**src/rtl/control_sequencer.sv**
```systemverilog
`default_nettype none
// ============================================================================
// Module   : control_sequencer
// Purpose  : Hardwired control unit. Steps through fetch/decode/execute and
//            emits the datapath strobes for the current step, IR opcode and
//            branch condition.
// Revision : 1.0 - initial release
// ============================================================================
module control_sequencer #(
  parameter int STEP_W = 3,
  parameter int OP_W   = 5
) (
  input  logic        clock,
  input  logic        clear_n,
  input  logic [31:0] IR,
  input  logic        CON,
  output logic        run,
  output logic        Gra,
  output logic        Grb,
  output logic        Grc,
  output logic        Rin,
  output logic        Rout,
  output logic        BAout,
  output logic        R15in,
  output logic        PCout,
  output logic        PCin,
  output logic        IncPC,
  output logic        MARin,
  output logic        MDRin,
  output logic        MDRout,
  output logic        memRead,
  output logic        ramEnable,
  output logic        Yin,
  output logic        Zin,
  output logic        Zlowout,
  output logic        Zhighout,
  output logic        HIout,
  output logic        LOout,
  output logic        IRin,
  output logic        Cout,
  output logic        CONin,
  output logic        InPort_Out,
  output logic        OutPort_In,
  output logic        ADD,
  output logic        SUB,
  output logic        AND,
  output logic        OR
);

  // Step encodings T0..T7
  localparam logic [STEP_W-1:0] T0 = STEP_W'(0);
  localparam logic [STEP_W-1:0] T1 = STEP_W'(1);
  localparam logic [STEP_W-1:0] T2 = STEP_W'(2);
  localparam logic [STEP_W-1:0] T3 = STEP_W'(3);
  localparam logic [STEP_W-1:0] T4 = STEP_W'(4);
  localparam logic [STEP_W-1:0] T5 = STEP_W'(5);
  localparam logic [STEP_W-1:0] T6 = STEP_W'(6);
  localparam logic [STEP_W-1:0] T7 = STEP_W'(7);

  // Opcodes
  localparam logic [OP_W-1:0] OP_LD   = OP_W'(0);
  localparam logic [OP_W-1:0] OP_LDI  = OP_W'(1);
  localparam logic [OP_W-1:0] OP_ST   = OP_W'(2);
  localparam logic [OP_W-1:0] OP_ADD  = OP_W'(3);
  localparam logic [OP_W-1:0] OP_SUB  = OP_W'(4);
  localparam logic [OP_W-1:0] OP_AND  = OP_W'(5);
  localparam logic [OP_W-1:0] OP_OR   = OP_W'(6);
  localparam logic [OP_W-1:0] OP_ADDI = OP_W'(12);
  localparam logic [OP_W-1:0] OP_ANDI = OP_W'(13);
  localparam logic [OP_W-1:0] OP_ORI  = OP_W'(14);
  localparam logic [OP_W-1:0] OP_BR   = OP_W'(19);
  localparam logic [OP_W-1:0] OP_JR   = OP_W'(20);
  localparam logic [OP_W-1:0] OP_JAL  = OP_W'(21);
  localparam logic [OP_W-1:0] OP_IN   = OP_W'(22);
  localparam logic [OP_W-1:0] OP_OUT  = OP_W'(23);
  localparam logic [OP_W-1:0] OP_MFHI = OP_W'(24);
  localparam logic [OP_W-1:0] OP_MFLO = OP_W'(25);
  localparam logic [OP_W-1:0] OP_HALT = OP_W'(27);

  typedef struct packed {
    logic gra, grb, grc, rin, rout, baout, r15in;
    logic pcout, pcin, incpc, marin, mdrin, mdrout, memread, ramenable;
    logic yin, zin, zlowout, zhighout, hiout, loout, irin, cout, conin;
    logic inport_out, outport_in, alu_add, alu_sub, alu_and, alu_or;
  } ctrl_t;

  logic [STEP_W-1:0] step_q, step_d;
  logic              halted_q, halted_d;
  logic              run_q, run_d;
  logic [OP_W-1:0]   op;
  logic              last_step;
  logic              is_imm;
  ctrl_t             ctrl_raw;
  ctrl_t             ctrl;

  // Register fields are decoded by the datapath's select/encode logic, not here
  logic unused_ir_bits;
  assign unused_ir_bits = ^IR[31-OP_W:0];

  assign op     = IR[31 -: OP_W];
  assign is_imm = (op == OP_ADDI) || (op == OP_ANDI) || (op == OP_ORI);

  // Strobe decode for the current step; last_step marks the final step of an instruction
  always_comb begin
    ctrl_raw  = '0;
    last_step = 1'b0;
    case (step_q)
      T0: begin
        ctrl_raw.pcout = 1'b1;
        ctrl_raw.marin = 1'b1;
        ctrl_raw.incpc = 1'b1;
      end
      T1: begin
        ctrl_raw.memread = 1'b1;
        ctrl_raw.mdrin   = 1'b1;
      end
      T2: begin
        ctrl_raw.mdrout = 1'b1;
        ctrl_raw.irin   = 1'b1;
      end
      default: begin
        case (op)
          OP_LD, OP_LDI, OP_ST: begin
            case (step_q)
              T3: begin
                ctrl_raw.grb   = 1'b1;
                ctrl_raw.baout = 1'b1;
                ctrl_raw.yin   = 1'b1;
              end
              T4: begin
                ctrl_raw.cout    = 1'b1;
                ctrl_raw.alu_add = 1'b1;
                ctrl_raw.zin     = 1'b1;
              end
              T5: begin
                ctrl_raw.zlowout = 1'b1;
                if (op == OP_LDI) begin
                  ctrl_raw.gra = 1'b1;
                  ctrl_raw.rin = 1'b1;
                  last_step    = 1'b1;
                end else begin
                  ctrl_raw.marin = 1'b1;
                end
              end
              T6: begin
                ctrl_raw.mdrin = 1'b1;
                if (op == OP_LD) begin
                  ctrl_raw.memread = 1'b1;
                end else begin
                  ctrl_raw.gra  = 1'b1;
                  ctrl_raw.rout = 1'b1;
                end
              end
              T7: begin
                if (op == OP_LD) begin
                  ctrl_raw.mdrout = 1'b1;
                  ctrl_raw.gra    = 1'b1;
                  ctrl_raw.rin    = 1'b1;
                end else begin
                  ctrl_raw.ramenable = 1'b1;
                end
                last_step = 1'b1;
              end
              default: last_step = 1'b1;
            endcase
          end
          OP_ADD, OP_SUB, OP_AND, OP_OR, OP_ADDI, OP_ANDI, OP_ORI: begin
            case (step_q)
              T3: begin
                ctrl_raw.grb  = 1'b1;
                ctrl_raw.rout = 1'b1;
                ctrl_raw.yin  = 1'b1;
              end
              T4: begin
                // Immediate forms take the second operand from the C field
                if (is_imm) begin
                  ctrl_raw.cout = 1'b1;
                end else begin
                  ctrl_raw.grc  = 1'b1;
                  ctrl_raw.rout = 1'b1;
                end
                ctrl_raw.zin     = 1'b1;
                ctrl_raw.alu_add = (op == OP_ADD) || (op == OP_ADDI);
                ctrl_raw.alu_sub = (op == OP_SUB);
                ctrl_raw.alu_and = (op == OP_AND) || (op == OP_ANDI);
                ctrl_raw.alu_or  = (op == OP_OR)  || (op == OP_ORI);
              end
              T5: begin
                ctrl_raw.zlowout = 1'b1;
                ctrl_raw.gra     = 1'b1;
                ctrl_raw.rin     = 1'b1;
                last_step        = 1'b1;
              end
              default: last_step = 1'b1;
            endcase
          end
          OP_BR: begin
            case (step_q)
              T3: begin
                ctrl_raw.gra   = 1'b1;
                ctrl_raw.rout  = 1'b1;
                ctrl_raw.conin = 1'b1;
              end
              T4: begin
                ctrl_raw.pcout = 1'b1;
                ctrl_raw.yin   = 1'b1;
              end
              T5: begin
                ctrl_raw.cout    = 1'b1;
                ctrl_raw.alu_add = 1'b1;
                ctrl_raw.zin     = 1'b1;
              end
              T6: begin
                // Branch target is only committed when the condition holds
                ctrl_raw.zlowout = CON;
                ctrl_raw.pcin    = CON;
                last_step        = 1'b1;
              end
              default: last_step = 1'b1;
            endcase
          end
          OP_JR: begin
            ctrl_raw.gra  = 1'b1;
            ctrl_raw.rout = 1'b1;
            ctrl_raw.pcin = 1'b1;
            last_step     = 1'b1;
          end
          OP_JAL: begin
            if (step_q == T3) begin
              ctrl_raw.pcout = 1'b1;
              ctrl_raw.r15in = 1'b1;
            end else begin
              ctrl_raw.gra  = 1'b1;
              ctrl_raw.rout = 1'b1;
              ctrl_raw.pcin = 1'b1;
              last_step     = 1'b1;
            end
          end
          OP_IN: begin
            ctrl_raw.inport_out = 1'b1;
            ctrl_raw.gra        = 1'b1;
            ctrl_raw.rin        = 1'b1;
            last_step           = 1'b1;
          end
          OP_OUT: begin
            ctrl_raw.gra        = 1'b1;
            ctrl_raw.rout       = 1'b1;
            ctrl_raw.outport_in = 1'b1;
            last_step           = 1'b1;
          end
          OP_MFHI: begin
            ctrl_raw.hiout = 1'b1;
            ctrl_raw.gra   = 1'b1;
            ctrl_raw.rin   = 1'b1;
            last_step      = 1'b1;
          end
          OP_MFLO: begin
            ctrl_raw.loout = 1'b1;
            ctrl_raw.gra   = 1'b1;
            ctrl_raw.rin   = 1'b1;
            last_step      = 1'b1;
          end
          OP_HALT: last_step = 1'b0;
          default: last_step = 1'b1;
        endcase
      end
    endcase
  end

  // Next-state: halt freezes the step counter, otherwise advance or wrap to T0
  always_comb begin
    halted_d = halted_q || ((step_q == T3) && (op == OP_HALT));
    run_d    = !halted_d;
    if (halted_d) begin
      step_d = step_q;
    end else if (last_step) begin
      step_d = T0;
    end else begin
      step_d = step_q + STEP_W'(1);
    end
  end

  // State registers with synchronous active-low clear
  always_ff @(posedge clock) begin
    if (!clear_n) begin
      step_q   <= T0;
      halted_q <= 1'b0;
      run_q    <= 1'b0;
    end else begin
      step_q   <= step_d;
      halted_q <= halted_d;
      run_q    <= run_d;
    end
  end

  // Strobes are silenced while clear is held and once halted
  assign ctrl = (clear_n && !halted_q) ? ctrl_raw : '0;
  assign run  = run_q && clear_n;

  assign Gra        = ctrl.gra;
  assign Grb        = ctrl.grb;
  assign Grc        = ctrl.grc;
  assign Rin        = ctrl.rin;
  assign Rout       = ctrl.rout;
  assign BAout      = ctrl.baout;
  assign R15in      = ctrl.r15in;
  assign PCout      = ctrl.pcout;
  assign PCin       = ctrl.pcin;
  assign IncPC      = ctrl.incpc;
  assign MARin      = ctrl.marin;
  assign MDRin      = ctrl.mdrin;
  assign MDRout     = ctrl.mdrout;
  assign memRead    = ctrl.memread;
  assign ramEnable  = ctrl.ramenable;
  assign Yin        = ctrl.yin;
  assign Zin        = ctrl.zin;
  assign Zlowout    = ctrl.zlowout;
  assign Zhighout   = ctrl.zhighout;
  assign HIout      = ctrl.hiout;
  assign LOout      = ctrl.loout;
  assign IRin       = ctrl.irin;
  assign Cout       = ctrl.cout;
  assign CONin      = ctrl.conin;
  assign InPort_Out = ctrl.inport_out;
  assign OutPort_In = ctrl.outport_in;
  assign ADD        = ctrl.alu_add;
  assign SUB        = ctrl.alu_sub;
  assign AND        = ctrl.alu_and;
  assign OR         = ctrl.alu_or;

endmodule
`default_nettype wire
```
**config.mk**
```make
export PLATFORM = sky130hd
export DESIGN_NAME = control_sequencer
export DESIGN_NICKNAME = d
export VERILOG_FILES = /design/src/rtl/control_sequencer.sv
export SDC_FILE = /design/constraint.sdc
export NUM_CORES = 1
export LEC_CHECK = 0
export CAP_MARGIN = 10
export CORE_ASPECT_RATIO = 1.1
export CORE_MARGIN = 2
export CORE_UTILIZATION = 40
export DETAILED_ROUTE_END_ITERATION = 8
export PLACE_DENSITY = 0.82
export SLEW_MARGIN = 20
export SYNTH_ARGS = -nofsm -noshare
export SYNTH_HDL_FRONTEND = slang
export SYNTH_SLANG_ARGS = --single-unit
export TNS_END_PERCENT = 10
```
**constraint.sdc**
```tcl
create_clock -name clock -period 4 [get_ports clock]
set_clock_uncertainty 0.15 [all_clocks]
set_input_delay 0.6 -clock clock [delete_from_list [all_inputs] [get_ports clock]]
set_output_delay 0.6 -clock clock [all_outputs]
set_load 0.03 [all_outputs]
```
==> impl_summary.txt, run 1 <==
----------------------------------------------------
[Run status]
  Result of the run ... complete, no violations

[Clock tree]
  Post-CTS Setup Repair Bufs ... 0
  Longest Clk Path Bufs ... 2
  Total CTS buffers ... 3
  Clk Tree Root Cell ... sky130_fd_sc_hd__clkbuf_4
  Clock transition at path regs ... 0.04 ns
  Num Clock Sinks ... 5
  Hold buffer count at cts ... 0
  Resize count post-CTS ... 0
  Latest clock arrival within the worst-skew pair ... 0.24 ns
  CTS H-tree lvls ... 1
  CTS tree ... built

[Floorplan]
  Die outline area ... 0.00347 mm²
  Die Span X ... 56.4 µm
  Io pins ... 66
  Die Ht ... 61.6 µm
  Initial Utilization ... 0.427
  Number of placement rows ... 20
  Core region area ... 0.00283 mm²

[Critical path]
  Kind of launch point of the worst setup path ... input pin
  Worst EP required ... 3.25 ns
  Number of buffers and inverters on the critical path ... 3
  Worst endpoint data arrival time ... 3.02 ns
  CP endpoint kind ... primary output
  Worst setup path category ... in2out
  Origin of the critical flop-to-flop path ... step_q[1]
  CP cell instances ... clkdlybuf4s50_1 -> buf_4 -> nand3b_1 -> nor3_1 -> a21oi_1 -> nor3_1 -> clkdlybuf4s50_1
  Max Fanout on Critical Path ... 10
  Crit path launch ... IR[30]
  Slowest stage delay, CP ... 0.70 ns
  Slowest cell on crit path ... sky130_fd_sc_hd__clkdlybuf4s50_1
  Kind of cell adding the most delay to the critical path ... buffers and inverters

[Power and ir drop]
  Worst vdd ir ... 0.379 mV
  LEAKAGE ... 0.570 nW
  Cell area power density ... 326 mW/mm²
  Overall power consumption ... 0.534 mW

[Routing]
  Number of DRC violations after detailed routing ... 0
  Via Count ... 1495
  Remaining antenna violation count after routing ... 0
  Number of DRC markers after the initial detailed-route iteration ... 47
  Detailed-routing iteration count for the pre-antenna-repair pass ... 5
  Final routed wirelength across all metal layers ... 3.56 mm
  Routed wire length per instance ... 14.6 µm
  Drt via density ... 6.13

[Final layout]
  Most frequent cells in the layout ... sky130_fd_sc_hd__clkdlybuf4s50_1, sky130_fd_sc_hd__a21oi_1, sky130_fd_sc_hd__nor2_1, sky130_fd_sc_hd__nand2_1, sky130_fd_sc_hd__nor3_1
  Count of inserted antenna diode cells ... 0
  Core utilization of the finished layout ... 0.579
  Summed area of non-filler cells in the final layout ... 0.00164 mm²
  Area Overhead vs Synth ... 35.8%
  Final nets ... 253
  Most common library cell in the layout ignoring fill and taps ... sky130_fd_sc_hd__clkdlybuf4s50_1
  Finished Layout Cells ... 244
  Fillcell total ... 287
  Layout cell share with drive strength beyond 1 ... 0.133

[Global routing]
  Global-route congestion overflow total ... 0
  Total GRT Usage ... 0.207
  Wire length of the first global-routing pass ... 5.85 mm
  Pin count of the biggest net entering global routing ... 24
  Number of antenna violations at the first check in global routing ... 0
  GRT met1 Usage ... 0.272
  Top Usage Layer GRT ... met2
  Met3 routing resource usage after global routing ... 0.0147
  Via count of the first global-routing pass ... 1312
  Met2 routing resource usage after global routing ... 0.371

[Logic synthesis]
  Portion of netlist area occupied by mux cells ... 0.0342
  Flops & latches, synth ... 5
  Post-synth cell types ... 57
  Async set-or-reset flop fraction in the synthesized netlist ... 0
  Post-synthesis simple-gate area fraction ... 0.408
  Main combinational cell family by area after synthesis ... simple AND/OR/NAND/NOR gates
  Post-synthesis average cell area ... 6.81 µm²
  Mapped Cells ... 177
  Compound-Gate Fraction of Synth Area ... 0.293
  Primary flip-flop cell chosen by synthesis mapping ... sky130_fd_sc_hd__dfxtp_1
  Number of synthesis warnings ... 0
  Synthesized net count ... 218
  Post-synthesis share of cell area spent on xor and xnor gates ... 0.00726
  Number of synthesized flops with an enable pin ... 0
  Sequential area share after synthesis ... 0.0830
  Post-synthesis instance area ... 0.00121 mm²
  Post-synthesis adder-cell area fraction ... 0.0622

[Placed design]
  Total placed instance area ... 0.00161 mm²
  Routability cong. ... 0.874
  HPWL after detailed placement ... 2.71 mm
  Placed instance count ... 240
  Port Buf Inserts ... 37
  Setup Slack @ Placement ... 0.274 ns

[Timing]
  Final Cycle Share ... 0.943
  Final worst hold slack ... 0.433 ns
  Highest clock frequency the design can meet ... 265 MHz
  Post-layout min period ... 3.77 ns
  Post-Route Setup TNS ... 0 ns
  Worst Slack Setup Final ... 0.229 ns
  RSZ-0062 raised after global routing ... no
  Number of endpoints failing setup at the final stage ... 0
  Hold violation total from the final report ... 0
  Least-Margin Pin Slew ... 0.784 ns
  Normalized max-slew margin ... 0.474
  Slew Limit Fails ... 0

[Flow run]
  Max-cap viol count ... 0

[Min path]
  Worst min-delay path category ... reg2reg
  Origin of the worst min-delay path ... step_q[0]

----------------------------------------------------
[path summary, 6_finish.rpt]
kind / end / slack (ns) / cells after the start
setup / recovery: PCout / 0.23 / 7
hold / removal: step_q[0] / 0.43 / 1
setup reg to reg: step_q[0] / 1.65 / 6
hold reg to reg: step_q[0] / 0.43 / 1
[sequential cells by signal (all words and copies together) (netlist names)]
signal / cells
halted_q: 1
run_q: 1
step_q: 3
[layer usage]
metal	up-vias	wire, µm
li1	735	-
met1	684	1430
met2	74	1810
met3	2	296
met4	0	21
met5	-	0
[cell type report]
cell class	count	area [µm²]	area share
tap	33	41.3	0.0252
multi-input combinational	146	973	0.594
sequential	5	100	0.0611
clock buffer	3	22.5	0.0138
clock inverter	1	5.00	0.00306
inverter	8	30.0	0.0183
timing repair buffer	48	465	0.284
[power breakdown]
group          total, mW  switching (mW)  internal, mW
registers         0.0760          0.0142        0.0618
logic              0.401           0.249         0.151
clock network     0.0578          0.0216        0.0362
[synthesized netlist by cell type, drive strengths merged, types with 5 or more instances]
library cell,count,area share
a21oi,16,0.073
nor2,12,0.037
dfxtp,5,0.083
nand3,5,0.021
and3,5,0.026
ha,6,0.062
inv,8,0.025
nand4,6,0.031
o21ai,8,0.033
nand2,11,0.034
buf,15,0.076
nand2b,6,0.031
nor3,13,0.062
[cell families (layout without fill, tap and decap cells)]
logic type | Yosys count | in the layout
xor gates and xnor gates | 1 | 1
DFF | 5 | 5
buffers and inverters | 26 | 60
adders and majority gates | 6 | 6
muxes | 4 | 4
other | 1 | 1
and+or+nand+nor | 84 | 84
AOI/OAI and AO/OA | 50 | 50
[worst reg2reg max path, delay by kind of cell, from the launching register on]
| kind | cells | cell delay [ns] |
|---|---|---|
| adder cells (fa/ha/maj) | 2 | 0.71 |
| buffers and inverters | 1 | 0.16 |
| flip-flops | 1 | 0.44 |
| AO/OA/AOI/OAI | 3 | 0.80 |
Note: power is estimated with default switching activity, not from simulation.
==> run 2, diff against run 1 <==
--- a/config.mk
+++ b/config.mk
@@ -5,6 +5,7 @@
 export SDC_FILE = /design/constraint.sdc
 export NUM_CORES = 1
 export LEC_CHECK = 0
+export ABC_CLOCK_PERIOD_IN_PS = 4000
 export CAP_MARGIN = 10
 export CORE_ASPECT_RATIO = 1.1
 export CORE_MARGIN = 2
==> results of run 2 <==
No change in the layout: final DEF, timing and power equal those of run 1.
==> run 3, diff against run 2 <==
--- a/config.mk
+++ b/config.mk
@@ -5,7 +5,7 @@
 export SDC_FILE = /design/constraint.sdc
 export NUM_CORES = 1
 export LEC_CHECK = 0
-export ABC_CLOCK_PERIOD_IN_PS = 4000
+export ABC_CLOCK_PERIOD_IN_PS = 4540
 export CAP_MARGIN = 10
 export CORE_ASPECT_RATIO = 1.1
 export CORE_MARGIN = 2
==> constraint.sdc (replaced) <==
create_clock -name clock -period 4.54 [get_ports clock]
set_clock_uncertainty 0.15 [all_clocks]
set_input_delay 0.681 -clock clock [delete_from_list [all_inputs] [get_ports clock]]
set_output_delay 0.681 -clock clock [all_outputs]
set_load 0.03 [all_outputs]
==> impl_summary.txt, run 3 (synthesis results as in run 1) <==
----------------------------------------------------
[Run status]
  Result of the run ... complete, no violations

[Global routing]
  Wire length of the first global-routing pass ... 5.87 mm (+0.34%)
  Via count of the first global-routing pass ... 1303 (-0.69%)
  Total GRT Usage ... 0.216 (+0.00886)
  Pin count of the biggest net entering global routing ... 24 (unchanged)
  Number of antenna violations at the first check in global routing ... 0 (unchanged)
  Global-route congestion overflow total ... 0 (unchanged)

[Final layout]
  Count of inserted antenna diode cells ... 0 (unchanged)
  Biggest registers after layout ... step_q x3, halted_q x1, run_q x1
  Final nets ... 249 (-1.6%)
  Register containing the most flip-flops in the final layout ... step_q
  Number of flip-flops under the largest register name ... 3 (unchanged)
  Layout cell share with drive strength beyond 1 ... 0.111 (-0.0216)
  Most common library cell in the layout ignoring fill and taps ... sky130_fd_sc_hd__clkdlybuf4s50_1
  Most frequent cells in the layout ... sky130_fd_sc_hd__clkdlybuf4s50_1, sky130_fd_sc_hd__a21oi_1, sky130_fd_sc_hd__nor2_1, sky130_fd_sc_hd__nand2_1, sky130_fd_sc_hd__nor3_1
  Area Overhead vs Synth ... 32.2%

[Clock tree]
  Post-CTS Setup Repair Bufs ... 0 (unchanged)
  Clock transition at path regs ... 0.04 ns (about the same)
  CTS H-tree lvls ... 1 (unchanged)
  Clk Tree Root Cell ... sky130_fd_sc_hd__clkbuf_4
  Resize count post-CTS ... 0 (unchanged)
  Hold buffer count at cts ... 0 (unchanged)
  CTS tree ... built
  Total CTS buffers ... 3 (unchanged)
  Num Clock Sinks ... 5 (unchanged)
  Longest Clk Path Bufs ... 2 (unchanged)
  Latest clock arrival within the worst-skew pair ... 0.24 ns (about the same)

[Critical path]
  Worst EP required ... 3.71 ns (+0.46 ns)
  CP endpoint kind ... primary output
  Worst endpoint data arrival time ... 3.21 ns (+0.19 ns)
  Max Fanout on Critical Path ... 18 (+8)
  Kind of launch point of the worst setup path ... input pin
  Worst reg-to-reg setup slack ... 2.15 ns (+0.50 ns)
  Cell count of the worst reg-to-reg path ... 6 (unchanged)
  End of the worst register-to-register path ... step_q[0]
  Origin of the critical flop-to-flop path ... step_q[1]
  Worst setup path category ... in2out

[Routing]
  Number of DRC violations after detailed routing ... 0 (unchanged)
  Remaining antenna violation count after routing ... 0 (unchanged)
  Routed wire length per instance ... 15.2 µm (+4.3%)
  Via Count ... 1498 (+0.20%)
  Drt via density ... 6.24 (+1.9%)
  Final routed wirelength across all metal layers ... 3.65 mm (+2.6%)
  Detailed-routing iteration count for the pre-antenna-repair pass ... 4 (-1)
  Number of DRC markers after the initial detailed-route iteration ... 82 (+74%)

[Timing]
  Final Cycle Share ... 0.890
  Number of endpoints failing setup at the final stage ... 0 (unchanged)
  Highest clock frequency the design can meet ... 247 MHz
  Post-layout min period ... 4.04 ns
  Final worst hold slack ... 0.452 ns (+0.0197 ns)
  Slew Limit Fails ... 0 (unchanged)
  Post-Route Setup TNS ... 0 ns (unchanged)
  RSZ-0062 raised after global routing ... no
  Normalized max-slew margin ... 0.513 (+0.0392)
  Hold violation total from the final report ... 0 (unchanged)
  Least-Margin Pin Slew ... 0.726 ns (-0.0583 ns)

[Power and ir drop]
  Clock share of power ... 0.107 (about the same)
  Switching pwr ... 0.250 mW (-12%)
  Worst vdd ir ... 0.308 mV (-19%)
  P_int ... 0.215 mW (-14%)
  Fraction of power consumed by sequential logic ... 0.147 (+0.005)
  Cell area power density ... 291 mW/mm² (-11%)
  LEAKAGE ... 0.544 nW (-4.6%)
  Logic pwr share ... 0.746 (-0.004)
  Switching fraction of total power ... 0.538 (+0.00431)

[Floorplan]
  Number of placement rows ... 20 (unchanged)
  Io pins ... 66 (unchanged)
  Core region area ... 0.00283 mm² (unchanged)
  Die Span X ... 56.4 µm (unchanged)
  Die outline area ... 0.00347 mm² (unchanged)
  Die Ht ... 61.6 µm (unchanged)
  Initial Utilization ... 0.427 (unchanged)

[Placed design]
  Routability cong. ... 0.860 (-1.7%)
  Port Buf Inserts ... 37 (unchanged)
  HPWL after detailed placement ... 2.75 mm (+1.5%)

[Min path]
  Origin of the worst min-delay path ... step_q[0]
  Worst min-delay path category ... reg2reg
  Worst hold path depth ... 1 (unchanged)
  Hold Crit Endpoint ... step_q[0]

[Flow run]
  Max-cap viol count ... 0 (unchanged)

----------------------------------------------------
==> run 3: changes by cell type in the layout (fill, tap and decap cells not counted), sizes merged <==
cell and change:
clkinv -1, buf -4, clkbuf +1
==> run 3: per-stage QoR <==
stage / cell area (µm²) / utilization / setup slack, ns / power [mW] / cells
after floorplan: 1210 / - / 1.42 / 0.318 / 177
after global placement: 1570 / 0.554 / 0.574 / 0.404 / 236
after detailed placement: 1570 / 0.554 / 0.523 / 0.408 / 236
after CTS: 1590 / 0.564 / 0.529 / 0.461 / 240
after global routing: 1590 / 0.564 / 0.352 / 0.501 / 240
final: 1590 / 0.564 / 0.498 / 0.465 / 240
==> run 3: how the worst max path moves through the flow <==
stage / cells after the start / slack [ns] / start / endpoint
CTS: 6 / 0.53 / IR[29] / SUB
global route: 6 / 0.35 / IR[29] / SUB
global placement: 7 / 0.57 / IR[29] / PCout
detailed placement: 6 / 0.52 / IR[29] / SUB
floorplan: 5 / 1.42 / IR[30] / SUB
finish: 7 / 0.50 / IR[29] / PCout
==> run 3: per-layer routing <==
layer | vias up | share of wire | GRT usage
li1 | 724 | - | -
met2 | 75 | 0.51 | 0.397
met5 | - | 0 | 0
met3 | 10 | 0.067 | 0.0189
met4 | 0 | 0.016 | 0.0952
met1 | 689 | 0.41 | 0.261
==> run 3: cell type report <==
cell class,instances,area [µm²]
inverters,8,30.0
repair buffers,44,423
flip-flops and latches,5,100
fillers,277,1230
clock buffers,4,26.3
well taps,33,41.3
multi-input cells,146,973
==> run 3: critical path, cell delays in order <==
cell and delay (ns):
sky130_fd_sc_hd__clkdlybuf4s50_1 0.83, sky130_fd_sc_hd__buf_4 0.25, sky130_fd_sc_hd__nand3b_1 0.08, sky130_fd_sc_hd__nor3_1 0.38, sky130_fd_sc_hd__a21oi_1 0.12, sky130_fd_sc_hd__nor3_1 0.18, sky130_fd_sc_hd__clkdlybuf4s50_1 0.69
==> run 3: power groups by stage <==
stage / combinational [mW] / clock, mW / sequential [mW]
finish: 0.347 / 0.0497 / 0.0683
global route: 0.377 / 0.0546 / 0.0693
CTS: 0.340 / 0.0534 / 0.0675
detailed placement: 0.340 / 0 / 0.0683
global placement: 0.337 / 0 / 0.0679
floorplan: 0.252 / 0 / 0.0661
==> edit 1: new RTL, settings of run 3 <==
Register the inputs `clear_n`, `IR` and `CON` before use, without a reset. The logic sees them one clock later.
--- a/src/rtl/control_sequencer.sv
+++ b/src/rtl/control_sequencer.sv
@@ -85,4 +85,14 @@
   } ctrl_t;
 
+  logic clear_n_q;
+  logic [31:0] IR_q;
+  logic CON_q;
+
+  always_ff @(posedge clock) begin
+    clear_n_q <= clear_n;
+    IR_q      <= IR;
+    CON_q     <= CON;
+  end
+
   logic [STEP_W-1:0] step_q, step_d;
   logic              halted_q, halted_d;
@@ -96,7 +106,7 @@
   // Register fields are decoded by the datapath's select/encode logic, not here
   logic unused_ir_bits;
-  assign unused_ir_bits = ^IR[31-OP_W:0];
-
-  assign op     = IR[31 -: OP_W];
+  assign unused_ir_bits = ^IR_q[31-OP_W:0];
+
+  assign op     = IR_q[31 -: OP_W];
   assign is_imm = (op == OP_ADDI) || (op == OP_ANDI) || (op == OP_ORI);
 
@@ -213,6 +223,6 @@
               T6: begin
                 // Branch target is only committed when the condition holds
-                ctrl_raw.zlowout = CON;
-                ctrl_raw.pcin    = CON;
+                ctrl_raw.zlowout = CON_q;
+                ctrl_raw.pcin    = CON_q;
                 last_step        = 1'b1;
               end
@@ -283,5 +293,5 @@
   // State registers with synchronous active-low clear
   always_ff @(posedge clock) begin
-    if (!clear_n) begin
+    if (!clear_n_q) begin
       step_q   <= T0;
       halted_q <= 1'b0;
@@ -295,6 +305,6 @@
 
   // Strobes are silenced while clear is held and once halted
-  assign ctrl = (clear_n && !halted_q) ? ctrl_raw : '0;
-  assign run  = run_q && clear_n;
+  assign ctrl = (clear_n_q && !halted_q) ? ctrl_raw : '0;
+  assign run  = run_q && clear_n_q;
 
   assign Gra        = ctrl.gra;
Function: changed (Yosys sat finds a counterexample within 4 cycles, from zero or initial values).
==> edit 1 against run 3 <==
First-iteration DRC count fell by 29%. Routed wire length fell by 8.2%. Setup slack improved by 0.31 ns. Count of clock-buffer cells in the layout did not move. Synthesized cell count fell by 1.7%. Power rose by 16%. Area after synthesis fell by 0.21%. Sequential cell count rose by 7. Design area fell by 0.39%.
==> edit 1: results (changes against run 3) <==
- Distinct cell type count after synthesis: 51 (was 57)
- Nets: 243 (was 249)
- Worst R2R Start: IR_q[29] (was step_q[1])
- Status: finished, final reports clean (unchanged)
- Avg WL per Cell: 14.32 um (was 15.20 um)
- Clock Latency Late Sink: 0.27 ns (was 0.24 ns)
- Top post-synthesis cells by area: dfxtp_1 (20%), a21oi_1 (7.1%), ha_1 (6.2%) (was dfxtp_1 (8.3%), ha_1 (6.2%), a21oi_1 (5.8%))
- Drt initial violations: 58 (was 82)
- Slew HR: 54.06% (was 51.27%)
- Post-synthesis mux area share: 2.703% (was 3.423%)
- First-pass GRT wire length: 5437 um (was 5871 um)
- Post-synthesis compound-gate area fraction: 26.40% (was 29.25%)
- Synth Instances: 174 (was 177)
- Dpl ws: 1.190 ns (was 0.5233 ns)
- CP arrival: 2.90 ns (was 3.21 ns)
- Crit path launch: step_q[1] (was IR[29])
- CTS clk-pin slew, worst paths: 0.07 ns (was 0.04 ns)
- XOR/XNOR share of the synthesized area: 0.7277% (was 0.7261%)
- Largest net degree at the start of global routing: 23 (was 24)
- Share of cells above drive strength 1: 7.960% (was 11.11%)
- Via Count: 1,382 (was 1,498)
- Vias in the first global route: 1,198 (was 1,303)
- GPL Wtd Cong: 0.8991 (was 0.8599)
- All-Layer GR Usage: 19.87% (was 21.57%)
- Detailed placement HPWL: 2458 um (was 2752 um)
- Commonest cells post-synth: a21oi_1 (17), nor2_1 (15), dfxtp_1 (12), nand2_1 (12), nor3_1 (11) (was a21oi_1 (14), nor2_1 (12), nand2_1 (11), nor3_1 (11), buf_2 (10))
- Adder-Cell Fraction of Synth Area: 7.069% (was 6.224%)
- Routed WL: 3350 um (was 3649 um)
==> edit 1: cell type report <==
cell class / count / area (um^2)
Timing Repair Buffer: 38 / 377.9
Multi-Input combinational cell: 137 / 854.6
Clock buffer: 4 / 36.28
Inverter: 10 / 37.54
Tap cell: 33 / 41.29
Fill cell: 284 / 1240
Sequential cell: 12 / 240.2
==> edit 1: final timing paths <==
path                                   to  slack [ns]  cells past startpoint
worst max-delay path                  Yin        0.81                      8
worst min-delay path             halted_q        0.43                      1
worst max register to register  step_q[0]        2.33                      5
worst min register to register   halted_q        0.43                      1
==> edit 1: per-layer routing <==
layer	global-route usage, %	part of all wire (%)
met4	12.24	1.7
met3	1.471	6.4
met1	26.84	45
met2	31.43	47
met5	0	0
==> edit 1: kinds of logic (layout without fill, tap and decap cells) <==
| group | count (synthesis) | in the layout |
|---|---|---|
| mux | 3 | 3 |
| simple gates | 75 | 75 |
| buf+inv | 25 | 52 |
| compound gates | 50 | 50 |
| fa+ha+maj | 7 | 7 |
| other cells | 1 | 1 |
| flops | 12 | 12 |
| xor+xnor | 1 | 1 |
==> edit 1: power by group <==
part / switching [uW] / leakage [uW] / internal [uW] / total [uW]
registers: 21.6 / 0.000100 / 118 / 140
clock network: 34.0 / 0.0000210 / 48.8 / 82.7
logic: 195 / 0.000444 / 120 / 315
total: 251 / 0.000566 / 287 / 538
==> edit 1: per-stage QoR <==
| step | total power [uW] | hold WS [ns] |
|---|---|---|
| finish | 537.7 | 0.4251 |
| global route | 573.6 | 0.4527 |
| CTS | 536.8 | 0.4192 |
| detailed placement | 452.1 | 0.4070 |
| global placement | 449.8 | 0.3933 |
| floorplan | 358.9 | 0.3556 |
==> edit 2: new RTL, settings of run 3 <==
Made on the original files. Change the parameter `STEP_W` from 3 to 5.
--- a/src/rtl/control_sequencer.sv
+++ b/src/rtl/control_sequencer.sv
@@ -8,5 +8,5 @@
 // ============================================================================
 module control_sequencer #(
-  parameter int STEP_W = 3,
+  parameter int STEP_W = 5,
   parameter int OP_W   = 5
 ) (
Behaviour: not the same (Yosys sat finds a counterexample within 10 cycles, from zero or initial values).
==> edit 2 against run 3 <==
Routed wire length is 0.38% lower. Cell count is 0.42% higher. Sequential power is 46% higher. Design area is 3.7% higher. Setup slack worse by 0.21 ns. Power is 29% higher. Largest power group unchanged. Sequential cell count is 2 higher. Area after synthesis is 3.1% higher. Largest cell class unchanged.
==> edit 2: results (changes against run 3) <==
- Placed Cells: 237 (was 236)
- First-pass GRT wire length: 6065 um (was 5871 um)
- Via Count: 1,459 (was 1,498)
- M3 GR Usage: 5.176% (was 1.891%)
- Clock Latency Late Sink: approximately 0.25 ns
- Routed WL: 3635 um (was 3649 um)
- Top flop regs: step_q: 5 flops, halted_q: 1 flops, run_q: 1 flops (was step_q: 3 flops, halted_q: 1 flops, run_q: 1 flops)
- Syn avg cell area: 7.189 um^2 (was 6.814 um^2)
- Switching share of power: 53.52% (was 53.80%)
- P_leak: 0.0005457 uW (was 0.0005439 uW)
- VDD IR max: 0.0004221 V (was 0.0003081 V)
- Via density per instance: 6.054 (was 6.242)
- Max incr delay on CP: 0.83 ns (about the same)
- Setup Buffers After CTS: 0 (unchanged)
- Commonest cells post-synth: nand2_1 (19), a21oi_1 (18), nor2_1 (18) (was a21oi_1 (14), nor2_1 (12), nand2_1 (11), nor3_1 (11), buf_2 (10))
- GR Layer Usage met2: 32.90% (was 39.66%)
- Top post-synthesis cells by area: dfxtp_1 (11%), a21oi_1 (7.2%), nand2_1 (5.7%) (was dfxtp_1 (8.3%), ha_1 (6.2%), a21oi_1 (5.8%))
- Detailed placement HPWL: 2776 um (was 2752 um)
- Vias in the first global route: 1,288 (was 1,303)
- Met1 global-route usage: 27.72% (was 26.13%)
- Status: finished, final reports clean (unchanged)
- CP arrival: 3.42 ns (was 3.21 ns)
- FILL cells: 301 (was 277)
- GPL Wtd Cong: 0.9296 (was 0.8599)
- Slew HR: 53.14% (was 51.27%)
- Nets: 247 (was 249)
- Slowest cell on the critical path: clkdlybuf4s50_1 (unchanged)
- Sequential fraction of the synthesis area: 11.27% (was 8.299%)
- Crit path max fanout: 17 (was 18)
- Largest net degree at the start of global routing: 18 (was 24)
- Share of cells above drive strength 1: 12.56% (was 11.11%)
edit 2: cell count changes after synthesis, sizes merged, moves of 3 or more:
cell     change
o211ai       +3
nor3         -7
nor4         +3
a2111oi      -3
buf          -6
nand2        +8
o2111ai      +3
nor2         +6
edit 2: routing by layer:
layer	share of wire (%)	routed length [um]
met1	44	1593
met2	48	1730
met3	7.2	261
met4	1.4	50
met5	0	0
edit 2: final timing paths:
path	start	to	slack [ns]	depth (start not counted)
min	step_q[1]	step_q[1]	0.36	2
min reg2reg	step_q[1]	step_q[1]	0.36	2
max reg2reg	step_q[0]	step_q[3]	2.23	6
max	IR[31]	Gra	0.29	6
edit 2: final cells by class:
type                       count  share of cell area [%]
sequential                     7                   8.478
multi-input combinational    147                   60.86
inverter                       6                   1.363
clock buffer                   4                   1.590
timing repair buffer          43                   25.13
tap                           34                   2.574
edit 2: worst min-delay path: stages (launching register included):
cell     delay (ns)
dfxtp_1        0.34
nand2_1        0.07
o21ai_1        0.05
edit 2: power groups by stage:
stage,Sequential [uW],Clock [uW],Combinational [uW]
6_report,99.5,55.0,446
5_1_grt,104,64.6,480
4_1_cts,99.4,57.0,444
3_5_place_dp,100,0,442
3_3_place_gp,98.7,0,436
2_1_floorplan,87.0,0,316
edit 2: cell families after synthesis:
| kind of cell | count (synthesis) | share of synthesized area (%) |
|---|---|---|
| AO/OA/AOI/OAI | 49 | 29.88 |
| XOR/XNOR | 1 | 0.7044 |
| adder cells (fa/ha/maj) | 4 | 4.024 |
| buffers and inverters | 19 | 7.847 |
| flip-flops | 7 | 11.27 |
| multiplexers | 4 | 3.521 |
| other | 1 | 0.3015 |
| AND/OR/NAND/NOR | 88 | 42.45 |
edit 2: through the flow:
step	instance area, um^2	setup WS (ns)
final	1653	0.2863
after global routing	1653	0.1575
after detailed placement	1627	0.3277
after floorplan	1244	1.264
after CTS	1653	0.3098
after global placement	1627	0.3941
